$ cat src/rtl/timer0_ctrl.sv
// timer0_ctrl - 8051 timer/counter 0: TL0/TH0 counting in TMOD modes 0-3, TR0/TF0 ownership.
// Machine-cycle prescaler and synchronised T0 falling-edge detector supply the count events.
module timer0_ctrl #(
  parameter int TICK_DIV = 12
) (
  input  logic       clock,
  input  logic       reset,
  input  logic [7:0] data_in,
  input  logic [7:0] addr,
  input  logic       wr_en,
  input  logic       wr_bit_en,
  input  logic       bit_in,
  input  logic [3:0] tmod_lo,
  input  logic       tr1,
  input  logic       int0_pin,
  input  logic       t0_pin,
  input  logic       int_ack0,
  output logic [7:0] tl0_data,
  output logic [7:0] th0_data,
  output logic       tr0,
  output logic       tf0,
  output logic       tf1_set
);

  localparam int PW = (TICK_DIV > 1) ? $clog2(TICK_DIV) : 1;

  localparam logic [7:0] ADDR_TCON = 8'h88;
  localparam logic [7:0] ADDR_TL0  = 8'h8A;
  localparam logic [7:0] ADDR_TH0  = 8'h8C;
  localparam logic [7:0] BIT_TR0   = 8'h8C;
  localparam logic [7:0] BIT_TF0   = 8'h8D;

  logic [PW-1:0] pre;
  logic          tick;
  logic          t0_s1, t0_s2, t0_last;
  logic          t0_evt;
  logic          gate, ct;
  logic [1:0]    mode;
  logic          run0, inc0;
  logic          byte_wr, bit_wr;
  logic          tl_we, th_we;
  logic [7:0]    tl_cnt, th_cnt;
  logic          ovf0, ovf1;

  assign tick = (pre == PW'(TICK_DIV - 1));

  always_ff @(posedge clock or negedge reset) begin
    if (!reset) pre <= '0;
    else        pre <= tick ? '0 : pre + 1'b1;
  end

  // T0 is sampled once per machine cycle, so one event needs a high tick then a low tick.
  always_ff @(posedge clock or negedge reset) begin
    if (!reset) begin
      t0_s1   <= 1'b1;
      t0_s2   <= 1'b1;
      t0_last <= 1'b1;
    end else begin
      t0_s1 <= t0_pin;
      t0_s2 <= t0_s1;
      if (tick) t0_last <= t0_s2;
    end
  end

  assign t0_evt = tick & t0_last & ~t0_s2;

  assign gate = tmod_lo[3];
  assign ct   = tmod_lo[2];
  assign mode = tmod_lo[1:0];
  assign run0 = tr0 & (~gate | int0_pin);
  assign inc0 = run0 & (ct ? t0_evt : tick);

  assign byte_wr = wr_en & ~wr_bit_en;
  assign bit_wr  = wr_en & wr_bit_en;
  assign tl_we   = byte_wr & (addr == ADDR_TL0);
  assign th_we   = byte_wr & (addr == ADDR_TH0);

  // A byte written this edge neither carries into its partner nor reports overflow.
  always_comb begin
    tl_cnt = tl0_data;
    th_cnt = th0_data;
    ovf0   = 1'b0;
    ovf1   = 1'b0;
    case (mode)
      2'd0: if (inc0) begin
        tl_cnt = {tl0_data[7:5], tl0_data[4:0] + 5'd1};
        if (tl0_data[4:0] == 5'h1F && !tl_we) begin
          th_cnt = th0_data + 8'd1;
          ovf0   = (th0_data == 8'hFF) & ~th_we;
        end
      end
      2'd1: if (inc0) begin
        tl_cnt = tl0_data + 8'd1;
        if (tl0_data == 8'hFF && !tl_we) begin
          th_cnt = th0_data + 8'd1;
          ovf0   = (th0_data == 8'hFF) & ~th_we;
        end
      end
      2'd2: if (inc0) begin
        if (tl0_data == 8'hFF) begin
          tl_cnt = th0_data;
          ovf0   = ~tl_we;
        end else begin
          tl_cnt = tl0_data + 8'd1;
        end
      end
      2'd3: begin
        if (inc0) begin
          tl_cnt = tl0_data + 8'd1;
          ovf0   = (tl0_data == 8'hFF) & ~tl_we;
        end
        if (tick && tr1) begin
          th_cnt = th0_data + 8'd1;
          ovf1   = (th0_data == 8'hFF) & ~th_we;
        end
      end
    endcase
  end

  always_ff @(posedge clock or negedge reset) begin
    if (!reset) begin
      tl0_data <= 8'h00;
      th0_data <= 8'h00;
      tr0      <= 1'b0;
      tf0      <= 1'b0;
      tf1_set  <= 1'b0;
    end else begin
      tl0_data <= tl_we ? data_in : tl_cnt;
      th0_data <= th_we ? data_in : th_cnt;
      tf1_set  <= ovf1;

      if (byte_wr && addr == ADDR_TCON)   tr0 <= data_in[4];
      else if (bit_wr && addr == BIT_TR0) tr0 <= bit_in;

      // Hardware overflow outranks both software clear and interrupt acknowledge.
      if (ovf0)                           tf0 <= 1'b1;
      else if (byte_wr && addr == ADDR_TCON) tf0 <= data_in[5];
      else if (bit_wr && addr == BIT_TF0) tf0 <= bit_in;
      else if (int_ack0)                  tf0 <= 1'b0;
    end
  end

endmodule

$ cat config.mk
export PLATFORM = sky130hd
export DESIGN_NAME = timer0_ctrl
export DESIGN_NICKNAME = d
export VERILOG_FILES = /design/src/rtl/timer0_ctrl.sv
export SDC_FILE = /design/constraint.sdc
export NUM_CORES = 1
export LEC_CHECK = 0
export ABC_AREA = 1
export BUFFER_PORTS_ARGS = -buffer_cell sky130_fd_sc_hd__buf_2
export CAP_MARGIN = 30
export CORE_MARGIN = 2
export CORE_UTILIZATION = 54
export DETAILED_ROUTE_END_ITERATION = 10
export PLACE_DENSITY = 0.9
export SETUP_SLACK_MARGIN = 0.15
export SLEW_MARGIN = 20
export SYNTH_ARGS = -nofsm -noshare
export SYNTH_HDL_FRONTEND = slang
export SYNTH_SLANG_ARGS = --single-unit
export TNS_END_PERCENT = 20
$ cat constraint.sdc
create_clock -name clock -period 2.25 [get_ports clock]
set_clock_uncertainty 0.15 [all_clocks]
set_input_delay 0 -clock clock [delete_from_list [all_inputs] [get_ports clock]]
set_output_delay 0 -clock clock [all_outputs]
set_load 0.01 [all_outputs]
# After elaboration in Yosys (flattened, before gate mapping)
# Index checks and enable logic that the tools add are counted.
# word_totals
mem_count,0
register_bits,26
latch_bits,0
in_bits,29
romBits,0
elab_cells,96
ramBits,0
out_inout_bits,19
# op_classes
n_eq_ne,20
mul,0
n_shift,0
addsub,4
bitwise,16
mux,31
n_reduce_logical,15
order_cmp,0
div_mod_pow,0
# op_table
op,count
2-to-1 mux 8 bit,10
"== test 8 bit, second input constant",6
one-hot mux 8 bit (3 select lines),2
"!= test 3 bit, second input constant",7
"adder 8 x 1 -> 8 bit, second input constant",2
2-to-1 mux 1 bit,16
bitwise AND 1 bit,10
nonzero test 4 bit,2
logical AND 1 bit,6
AND reduction 3 bit,2
AND reduction 6 bit,1
"adder 5 x 1 -> 5 bit, second input constant",1
"== test 5 bit, second input constant",1
2-to-1 mux 5 bit,1
inverter 1 bit,5
"adder 4 x 1 -> 4 bit, second input constant",1
"== test 2 bit, second input constant",2
"== test 4 bit, second input constant",1
2-to-1 mux 4 bit,1
one-hot mux 1 bit (4 select lines),1
"!= test 3 x 1 -> 1 bit, second input constant",1
"== test 2 x 1 -> 1 bit, second input constant",1
zero test 2 bit,1
"!= test 2 bit, second input constant",1
4 further kinds,4

# Logic depth before layout (Yosys ltp)
# depth
ltp_word,9
depth_mapped,11
ltp_nobuf,11

# Worst setup path after synthesis
# OpenSTA, ideal clock, no wires.
# synth_path
path_type,register to register
start,reg tl0_data[0]
end,reg th0_data[0]
t_arrival_ps,1427
path_stages_with_launch,11
t_required_ps,1983
setup_ps,117
slack_ps,555
n_path_buf,0
cell_sequence,dfrtp_1 ha_1 nand3_2 inv_1 ha_1 nand2_1 nand3_1 nand2_2 nor2_8 nand3_1 nand2_1
# synth_between
elab_chain_cells,4
# synth_lines
element,line_no,text
"start, declared",18,"output logic [7:0] tl0_data,"
"start signal, assigned",128,tl0_data <= tl_we ? data_in : tl_cnt;
== test 8 bit or == test 5 bit (tied branches),"94, 87",
logical AND 1 bit (on tied branches),"94, 87",
!= test 3 bit (no line),n/a,
AND reduction 6 bit (no line) (*),n/a,
"end signal, assigned",129,th0_data <= th_we ? data_in : th_cnt;
"end, declared",19,"output logic [7:0] th0_data,"
# Every way passes the cells marked *; elsewhere a longest branch is shown, timed or not.
# A chain may end at the register's enable or synchronous reset.

# Final worst setup path
# layout_path
start,reg tl0_data[0]
end,reg tl0_data[0]
# layout_between
elab_chain_cells,5
# layout_lines
element,line_no,text
adder 8 x 1 -> 8 bit or == test 8 bit (tied branches),n/a,
2-to-1 mux 8 bit,100,if (tl0_data == 8'hFF) begin
2-to-1 mux 8 bit,99,2'd2: if (inc0) begin
one-hot mux 8 bit (3 select lines) (*),84,case (mode)
2-to-1 mux 8 bit (*),128,
# Every way passes the cells marked *; elsewhere a longest branch is shown, timed or not. The select of a mux whose other input is x is not followed.

==> flow_metrics.tcl <==
set metrics [dict create \
    outcome "complete, no violations" \
    hold_viol_final 0 \
    clkLatencyLatePin_ns 0.28 \
    cts_tree "done" \
    hp-class "primary input to flop" \
    io_pins 48 \
    dr.first_iter.drc_count 213 \
    netlist.area_leader.share_pct 28.2 \
    cts_sinks 26 \
    slew_headroom_pct 59.7 \
    grt_max_degree 27 \
    ir_worst_vdd_v 0.000286 \
    critPathLaunchType "flop" \
    drv_slew 0 \
    final_area_um2 2540 \
    synth.most_common_cell "nand2_1" \
    dieArea_um2 4290 \
    crit_type "flop to flop" \
    n_fill_cell 296 \
    comb_power_share_pct 30.7 \
    worstHoldStart "tmod_lo[0]" \
    num_vias 2248 \
    synth_edf_count 0 \
    ys_ff_latch 26 \
    drtPass1Iterations 6 \
    fin_setup_tns_ns 0 \
    synth_top_cell_by_area "dfrtp_1" \
    ctsHtreeMaxLevel 1 \
    ys_warn_count 0 \
    yosysSeqAreaShare_pct 32.0 \
    clkPwrFrac_pct 23.8 \
    clk_pin_slew_ns 0.09 \
    place_congestion 0.943 \
    area_delta_synth_final_pct 24.2 \
    chipWidth_um 65.5 \
    syn-instance-count 290 \
    crit_path_start "tl0_data[0]$_DFFE_PN0P_" \
    post-route-drc-count 0 \
    numCtsBuffers 3 \
    syn_nets 327 \
    clockRootBuffer "clkbuf_8" \
    nNetsFinal 394 \
    cp.required_ns 2.31 \
    coreArea_um2 3660 \
    drv_cap 0 \
    max_freq_ghz 0.499 \
    synthArstFlopShare_pct 100 \
    port_buffers 47 \
    swShare_pct 35.2 \
    seqPwrFrac_pct 45.6 \
    grt-ovfl-total 0 \
    multi_input_area_um2 1220 \
    p_leak_nw 1.46 \
    r2r-start "tl0_data[0]$_DFFE_PN0P_" \
    antenna_found_initial 0 \
    period_share_pct 89.1 \
    power.density_nw_per_um2 512 \
    finalSetupViolCount 0 \
    placed_cell_area_um2 2330 \
    critPathArrivalTime_ns 2.07 \
    rsz0062_at_grt "false" \
    avgSynthCellArea_um2 7.04 \
    period_minus_slack_ns 2.00 \
    yosysUniqueCellTypes 36 \
    netlist_top_cells_count "nand2_1 (78), nand3_1 (52), inv_1 (37)" \
    synthFlopType "dfrtp_1" \
    clock_path_buffers 2 \
    p_int_mw 0.841 \
    netlist_area_um2 2040 \
    power.switching_mw 0.457 \
    row_count 22 \
    endpoint_kind "flop" \
    seqCellArea_um2 654 \
    tightest_slew_ns 0.604 \
    wl_per_cell_um 14.1 \
    ant_nets 0 \
    place_hpwl_mm 4.07 \
    cp_max_fo 6 \
    track_usage_pct 27.3 \
    fp.dieH_um 65.5 \
    layout-drive-gt1-share_pct 24.4 \
    wirelength_mm 5.71 \
    synth_area_leaders "dfrtp_1 (28%), nand2_1 (14%), nand3_1 (13%), inv_1 (6.8%), ha_1 (4.9%)" \
    antenna_cells 0 \
    routed_via_density 5.56 \
    grt_pass1_wl_mm 9.09 \
    grt_pass1_vias 2093 \
    initial_core_util_pct 55.8 \
]
## cell type report
cell class / count / area share [%]
clock buffers: 4 / 2.17
flip-flops and latches: 26 / 25.8
well taps: 48 / 2.37
repair buffers: 64 / 15.5
inverters: 41 / 6.12
multi-input cells: 221 / 48.1
## layer usage
metal	wire length, µm	up-vias	track usage (%)
met5	0	-	0
met4	165	0	9.90
met3	455	20	3.77
met2	2810	124	48.0
met1	2270	1033	34.1
li1	-	1071	-
## state kept, by name, summed over array words and instances (netlist names)
name      cells
tf0           1
tl0_data      8
t0_s2         1
t0_last       1
th0_data      8
tf1_set       1
t0_s1         1
pre           4
tr0           1
## metrics by stage
stage	cells	hold WS, ns	util (%)	power (mW)	setup WS (ns)
floorplan	290	-0.446	-	0.824	0.555
global placement	384	-0.115	63.6	0.949	0.417
detailed placement	384	-0.118	63.6	0.969	0.346
CTS	400	0.00895	68.4	1.28	0.313
global route	404	0.0456	69.3	1.36	0.165
finish	404	0.0509	69.3	1.30	0.245
## worst paths after layout
check	end	slack, ns	cells past startpoint
max	tl0_data[0]$_DFFE_PN0P_	0.25	11
min reg2reg	t0_s2$_DFF_PN1_	0.23	0
max in group asynchronous	tl0_data[7]$_DFFE_PN0P_	1.45	2
min	tl0_data[0]$_DFFE_PN0P_	0.05	5
max reg2reg	tl0_data[0]$_DFFE_PN0P_	0.25	11
min in group asynchronous	tf0$_DFFE_PN0P_	0.11	2
## cells in the final DEF, fill, tap and decap left out, types with 3 or more instances in the layout
| cell | instances |
|---|---|
| xor2_1 | 6 |
| o21ai_1 | 4 |
| buf_2 | 47 |
| dfrtp_1 | 23 |
| ha_1 | 8 |
| nor2_2 | 3 |
| clkbuf_8 | 4 |
| nor2_1 | 16 |
| dfstp_2 | 3 |
| nand2_1 | 78 |
| inv_1 | 37 |
| buf_4 | 5 |
| o21ai_0 | 11 |
| dlygate4sd3_1 | 12 |
| nand3_1 | 52 |
| nand3_2 | 5 |
| inv_2 | 3 |
| nand2_2 | 6 |
| a21oi_1 | 9 |
## kinds of logic after synthesis
| group | Yosys count | synth area share, % |
|---|---|---|
| buffers and inverters | 43 | 8.39 |
| DFF | 26 | 32.0 |
| and+or+nand+nor | 176 | 43.4 |
| AOI/OAI and AO/OA | 29 | 7.78 |
| xor gates and xnor gates | 8 | 3.43 |
| adders and majority gates | 8 | 4.90 |
## power groups by stage
stage / registers [mW] / logic, mW / clock network, mW
after floorplan: 0.604 / 0.220 / 0
after global placement: 0.592 / 0.357 / 0
after detailed placement: 0.596 / 0.372 / 0
after CTS: 0.588 / 0.390 / 0.300
after global routing: 0.598 / 0.440 / 0.326
final: 0.592 / 0.398 / 0.309
## worst max-delay path: stages (launching register included)
cell,delay [ns]
dfrtp_1,0.44
ha_1,0.24
nand3_2,0.13
nor3_4,0.29
buf_4,0.15
buf_4,0.13
inv_1,0.06
nand2_1,0.05
nand3_1,0.06
nand3_1,0.09
inv_1,0.04
o21ai_1,0.10
## what timing repair did
item,CTS,global route
hold endpoints to repair,42,0
buffers inserted,0,4
hold buffers,12,0
setup endpoints to repair,0,8
resized for setup,0,1
No activity file was read; power rests on OpenSTA's default activity.
